$ cat src/rtl/ps2_mouse_ctrl.sv
// PS/2 mouse link sequencer: power-up handshake (0xFF, 0xF4) with retry/timeout,
// then assembly of 3-byte stream packets into button/motion outputs.
module ps2_mouse_ctrl #(
   parameter int TIMEOUT_CYC = 25_000_000,
   parameter int RETRY_MAX   = 3
) (
   input  logic       clk_sys,
   input  logic       rst_n,
   input  logic       rx_vld,
   input  logic [7:0] rx_data,
   output logic       rx_rd_en,
   output logic       tx_req,
   output logic [7:0] tx_data,
   input  logic       tx_done,
   output logic       init_done,
   output logic       init_err,
   output logic       pkt_vld,
   output logic [2:0] btn,
   output logic [8:0] dx,
   output logic [8:0] dy,
   output logic       ovf_x,
   output logic       ovf_y
);

   localparam int TO_W = (TIMEOUT_CYC > 1) ? $clog2(TIMEOUT_CYC) : 1;
   localparam int RC_W = (RETRY_MAX > 0) ? $clog2(RETRY_MAX + 1) : 1;
   localparam logic [TO_W-1:0] TO_LAST = TO_W'(TIMEOUT_CYC - 1);
   localparam logic [RC_W-1:0] RC_LAST = RC_W'(RETRY_MAX - 1);

   typedef enum logic [3:0] {
      S_SEND_RST, S_W_ACK1, S_W_BAT, S_W_ID, S_SEND_EN,
      S_W_ACK2, S_B0, S_B1, S_B2, S_ERR
   } state_t;

   state_t          state_q, state_d;
   logic [TO_W-1:0] to_cnt_q, to_cnt_d;
   logic [RC_W-1:0] fail_cnt_q, fail_cnt_d;
   logic            tx_req_q, tx_req_d;
   logic [7:0]      tx_data_q, tx_data_d;
   logic            init_done_q, init_done_d;
   logic            init_err_q, init_err_d;
   logic [7:0]      b0_q, b0_d;
   logic [7:0]      b1_q, b1_d;
   logic            pkt_vld_q, pkt_vld_d;
   logic [2:0]      btn_q, btn_d;
   logic [8:0]      dx_q, dx_d;
   logic [8:0]      dy_q, dy_d;
   logic            ovf_x_q, ovf_x_d;
   logic            ovf_y_q, ovf_y_d;
   logic            pop;
   logic            timed_out;
   logic            fail;

   always_ff @(posedge clk_sys or negedge rst_n) begin
      if (!rst_n) begin
         state_q     <= S_SEND_RST;
         to_cnt_q    <= '0;
         fail_cnt_q  <= '0;
         tx_req_q    <= 1'b0;
         tx_data_q   <= 8'h00;
         init_done_q <= 1'b0;
         init_err_q  <= 1'b0;
         b0_q        <= 8'h00;
         b1_q        <= 8'h00;
         pkt_vld_q   <= 1'b0;
         btn_q       <= 3'b000;
         dx_q        <= 9'h000;
         dy_q        <= 9'h000;
         ovf_x_q     <= 1'b0;
         ovf_y_q     <= 1'b0;
      end else begin
         state_q     <= state_d;
         to_cnt_q    <= to_cnt_d;
         fail_cnt_q  <= fail_cnt_d;
         tx_req_q    <= tx_req_d;
         tx_data_q   <= tx_data_d;
         init_done_q <= init_done_d;
         init_err_q  <= init_err_d;
         b0_q        <= b0_d;
         b1_q        <= b1_d;
         pkt_vld_q   <= pkt_vld_d;
         btn_q       <= btn_d;
         dx_q        <= dx_d;
         dy_q        <= dy_d;
         ovf_x_q     <= ovf_x_d;
         ovf_y_q     <= ovf_y_d;
      end
   end

   always_comb begin
      state_d     = state_q;
      fail_cnt_d  = fail_cnt_q;
      init_done_d = init_done_q;
      init_err_d  = init_err_q;
      b0_d        = b0_q;
      b1_d        = b1_q;
      pkt_vld_d   = 1'b0;
      btn_d       = btn_q;
      dx_d        = dx_q;
      dy_d        = dy_q;
      ovf_x_d     = ovf_x_q;
      ovf_y_d     = ovf_y_q;
      tx_data_d   = tx_data_q;
      fail        = 1'b0;
      pop         = rx_vld && (state_q != S_ERR);
      timed_out   = (to_cnt_q == TO_LAST);

      // A byte waiting in the FIFO wins over a timeout expiring in the same cycle.
      case (state_q)
         S_SEND_RST: if (tx_req_q && tx_done) state_d = S_W_ACK1;
         S_SEND_EN:  if (tx_req_q && tx_done) state_d = S_W_ACK2;
         S_W_ACK1, S_W_BAT, S_W_ID, S_W_ACK2: begin
            if (pop) begin
               if (rx_data == 8'hFE) begin
                  state_d = (state_q == S_W_ACK2) ? S_SEND_EN : S_SEND_RST;
               end else if (state_q == S_W_ACK1) begin
                  if (rx_data == 8'hFA) state_d = S_W_BAT;
                  else                  fail    = 1'b1;
               end else if (state_q == S_W_BAT) begin
                  if (rx_data == 8'hAA) state_d = S_W_ID;
                  else                  fail    = 1'b1;
               end else if (state_q == S_W_ID) begin
                  state_d = S_SEND_EN;
               end else if (rx_data == 8'hFA) begin
                  state_d     = S_B0;
                  init_done_d = 1'b1;
               end else begin
                  fail = 1'b1;
               end
            end else if (timed_out) begin
               fail = 1'b1;
            end
         end
         S_B0: begin
            if (pop && rx_data[3]) begin
               b0_d    = rx_data;
               state_d = S_B1;
            end
         end
         S_B1: begin
            if (pop) begin
               b1_d    = rx_data;
               state_d = S_B2;
            end else if (timed_out) begin
               state_d = S_B0;
            end
         end
         S_B2: begin
            if (pop) begin
               pkt_vld_d = 1'b1;
               btn_d     = b0_q[2:0];
               dx_d      = {b0_q[4], b1_q};
               dy_d      = {b0_q[5], rx_data};
               ovf_x_d   = b0_q[6];
               ovf_y_d   = b0_q[7];
               state_d   = S_B0;
            end else if (timed_out) begin
               state_d = S_B0;
            end
         end
         default: ;
      endcase

      if (fail) begin
         fail_cnt_d = fail_cnt_q + RC_W'(1);
         if (fail_cnt_q == RC_LAST) begin
            state_d    = S_ERR;
            init_err_d = 1'b1;
         end else begin
            state_d = S_SEND_RST;
         end
      end

      tx_req_d = (state_d == S_SEND_RST) || (state_d == S_SEND_EN);
      if (state_d == S_SEND_RST)     tx_data_d = 8'hFF;
      else if (state_d == S_SEND_EN) tx_data_d = 8'hF4;

      if (pop || (state_d != state_q)) to_cnt_d = '0;
      else if (!timed_out)             to_cnt_d = to_cnt_q + TO_W'(1);
      else                             to_cnt_d = to_cnt_q;
   end

   assign rx_rd_en  = rx_vld && (state_q != S_ERR);
   assign tx_req    = tx_req_q;
   assign tx_data   = tx_data_q;
   assign init_done = init_done_q;
   assign init_err  = init_err_q;
   assign pkt_vld   = pkt_vld_q;
   assign btn       = btn_q;
   assign dx        = dx_q;
   assign dy        = dy_q;
   assign ovf_x     = ovf_x_q;
   assign ovf_y     = ovf_y_q;

endmodule
$ cat config.mk
export PLATFORM = sky130hd
export DESIGN_NAME = ps2_mouse_ctrl
export DESIGN_NICKNAME = d
export VERILOG_FILES = /design/src/rtl/ps2_mouse_ctrl.sv
export SDC_FILE = /design/constraint.sdc
export NUM_CORES = 1
export LEC_CHECK = 0
export BUFFER_PORTS_ARGS = -buffer_cell sky130_fd_sc_hd__buf_4
export CAP_MARGIN = 20
export CORE_UTILIZATION = 30
export CTS_BUF_LIST = sky130_fd_sc_hd__clkbuf_4
export DETAILED_ROUTE_END_ITERATION = 6
export MAX_ROUTING_LAYER = met4
export SYNTH_ARGS = -nofsm -noshare
export SYNTH_HDL_FRONTEND = slang
export SYNTH_SLANG_ARGS = --single-unit
$ cat constraint.sdc
create_clock -name clk_sys -period 7.3 [get_ports clk_sys]
set_clock_uncertainty 0.2 [all_clocks]
set_input_delay 1.095 -clock clk_sys [delete_from_list [all_inputs] [get_ports clk_sys]]
set_output_delay 1.095 -clock clk_sys [all_outputs]
set_load 0.01 [all_outputs]
==> impl_metrics.ini <==
[sta]
layout_min_cycle_time_ps = 3050
finalSetupTns_ps = 0
hold_viol_final = 0
slew_violations = 0
tightestPinTransition_ps = 945
rsz0062_at_grt = no
fin_crit_sh_pct = 41.8
finalSetupViolations = 0
max_freq_mhz = 328
maxSlewHeadroom_pct = 37.0

[critical_path]
crit_path_top_delay_cell = mux2i_2
criticalPathCategory = in -> reg
crit_path_frequent_cell = a21oi_1
r2r_end = to_cnt_q[6]
cpLargestDelayFamily = compound AO/OA/AOI/OAI gates
critPathRequiredTime_ps = 7390
critPathCaptureType = flop
start_kind = input pin
cp_slowest_stage_delay_ps = 480
cp_data_arrival_time_ps = 3140
crit_cells = 8
rr_worst_depth = 8
crit_chain = buf_4 -> nor4bb_1 -> a21oi_1 -> o221ai_1 -> a21oi_1 -> a31oi_4 -> mux2i_2 -> nor2_1
critPathBufInv = 1
critPathMaxFanout = 8
r2r_slack_ps = 4490
worstReg2RegStart = to_cnt_q[0]

[place]
placedInstanceArea_um2 = 4100
place.gp.congestion = 0.817
dp_hpwl_mm = 5.34
port_buffers = 47

[power]
p_switching_mw = 0.368
intPower_mw = 0.776
p_comb_share_pct = 26.1
p_leak_nw = 1.98
pwr-share-clk_pct = 22.0
powerDensity_nw_per_um2 = 270
p_seq_share_pct = 51.9
ir_drop_v = 0.0000891
switching_share_pct = 32.2

[min_path]
min_from = b1_q[1]
hold_class = reg -> reg
whs_endpoint = dx[1]
hold_depth = 2

[synth]
synthTopCellsByCount = dfrtp_1 (75), nand2_1 (72), nor2_1 (42), mux2_2 (21), xor2_1 (14)
yosysTopAreaCell = dfrtp_1
avgSynthCellArea_um2 = 10.4
ys_seq_area_share_pct = 51.0
ys_ff_latch = 75
yosysMostFrequentCell = dfrtp_1
yosys-top-cells-area = dfrtp_1 (51%), nand2_1 (7.3%), mux2_2 (6.4%)
syn-num-nets = 369
syn_inst = 355
synth_ff_type = dfrtp_1
synth.top_cell.area_share_pct = 51.0
synth_area_um2 = 3680
synth_edf_count = 0
synthArstFlopShare_pct = 100
ys_types = 62
yosys_warnings = 0

[grt]
met1_usage_pct = 17.1
grt_pass1_vias = 2806
busiest_layer = met2
use_met2_pct = 20.6
use_met3_pct = 2.95
antenna_found_initial = 0
grt_overflow_total = 0
grt_pass1_wl_mm = 13.1
grtUsageTotal_pct = 13.5
grt_start_max_net_pins = 76

[route]
viasPerCell = 4.81
ant_nets = 0
drc_errors = 0
totalWireLength_mm = 7.60
wl_per_cell_um = 13.8
drt_first_pass_iters = 7
drt_first_iter_violations = 268
num_vias = 2646

[cts]
cts.repair.resized = 0
cts_made_buffers = 9
cts_setup_buffers = 0
clockRootBuffer = clkbuf_4
cts_tree = done
cts.sink_count = 75
htreeDepth = 3
clkLatencyLatePin_ps = 420
hold_buffers = 0
cts_buffer_depth = 2
clk_pin_slew_worst_paths_ps = 130

[run_status]
status = completed

[floorplanning]
io_pins = 48
initial_core_util_pct = 30.8
dieArea_um2 = 12700
die_w_um = 113
die_h_um = 113
coreArea_um2 = 12000
rows = 40

[final_layout]
nFillCells = 1218
fin_nets = 412
area_growth_pct = 15.2
drive_gt1_share_pct = 26.3
fin_area_um2 = 4240
antenna_cells = 0

[job]
drv_cap = 0
==> metal layers <==
metal	up-vias	wire (um)
met4	0	167
li1	1295	-
met3	13	319
met2	61	3490
met1	1277	3620
met5	-	0
==> worst max path at each step <==
stage          startpoint  slack [ps]      endpoint
2_1_floorplan      rx_vld        4320  to_cnt_q[12]
3_3_place_gp   rx_data[4]        3960  to_cnt_q[23]
3_5_place_dp   rx_data[4]        3840   to_cnt_q[6]
4_1_cts        state_q[2]        4230      rx_rd_en
5_1_grt        rx_data[4]        4090   to_cnt_q[6]
6_report       rx_data[4]        4250   to_cnt_q[6]
==> cell families after synthesis <==
group | after synthesis | share of synthesized area [%]
and+or+nand+nor | 165 | 22.5
DFF | 75 | 51.0
AOI/OAI and AO/OA | 37 | 7.99
buffers and inverters | 27 | 4.39
xor gates and xnor gates | 25 | 5.95
muxes | 24 | 7.48
adders and majority gates | 2 | 0.680
==> placed cells by master (no fill, tap or decap), types with 8 or more instances in the layout <==
cell type and instances:
mux2_2 21, nand2_1 72, dfrtp_1 75, buf_4 48, xor2_1 14, nand4_1 8
clkbuf_4 9, xnor2_1 11, nor2_1 42, inv_1 11
==> area by class of cell <==
type	instances	area, um^2	share of cell area, %
Clock inverter	7	66.3	1.57
Timing Repair Buffer	48	360	8.51
Inverter	11	41.3	0.975
Multi-Input combinational cell	253	1640	38.7
Tap cell	147	184	4.34
Sequential cell	75	1880	44.3
Clock buffer	9	67.6	1.59
==> sequential cells by signal, summed over array words and instances (netlist names) <==
name	cells
b0_q	7
fail_cnt_q	2
to_cnt_q	25
tx_req	1
ovf_y	1
b1_q	8
pkt_vld	1
dy	9
btn	3
tx_data	2
dx	9
init_done	1
ovf_x	1
init_err	1
state_q	4
==> metrics by stage <==
stage               power (mW)  hold WS [ps]  std cells  setup WS, ps  utilization (%)
global placement         0.900           248        534          3960             34.3
finish                    1.14           271        550          4250             35.4
CTS                       1.16           279        550          4230             35.4
floorplan                0.773           233        355          4320                -
detailed placement       0.906           252        534          3840             34.3
global route              1.22           283        550          4090             35.4
==> worst min-delay path, delay by kind of cell (launching register included) <==
| family | cells | cell delay, ps |
|---|---|---|
| simple gates | 2 | 100 |
| flops | 1 | 360 |
==> power groups by stage <==
| stage | clock network, mW | logic (mW) | registers [mW] |
|---|---|---|---|
| after floorplan | 0 | 0.171 | 0.601 |
| after global placement | 0 | 0.300 | 0.600 |
| after detailed placement | 0 | 0.303 | 0.604 |
| after CTS | 0.264 | 0.304 | 0.595 |
| after global routing | 0.280 | 0.334 | 0.610 |
| final | 0.251 | 0.299 | 0.594 |
(Power assumes the default switching activity.)
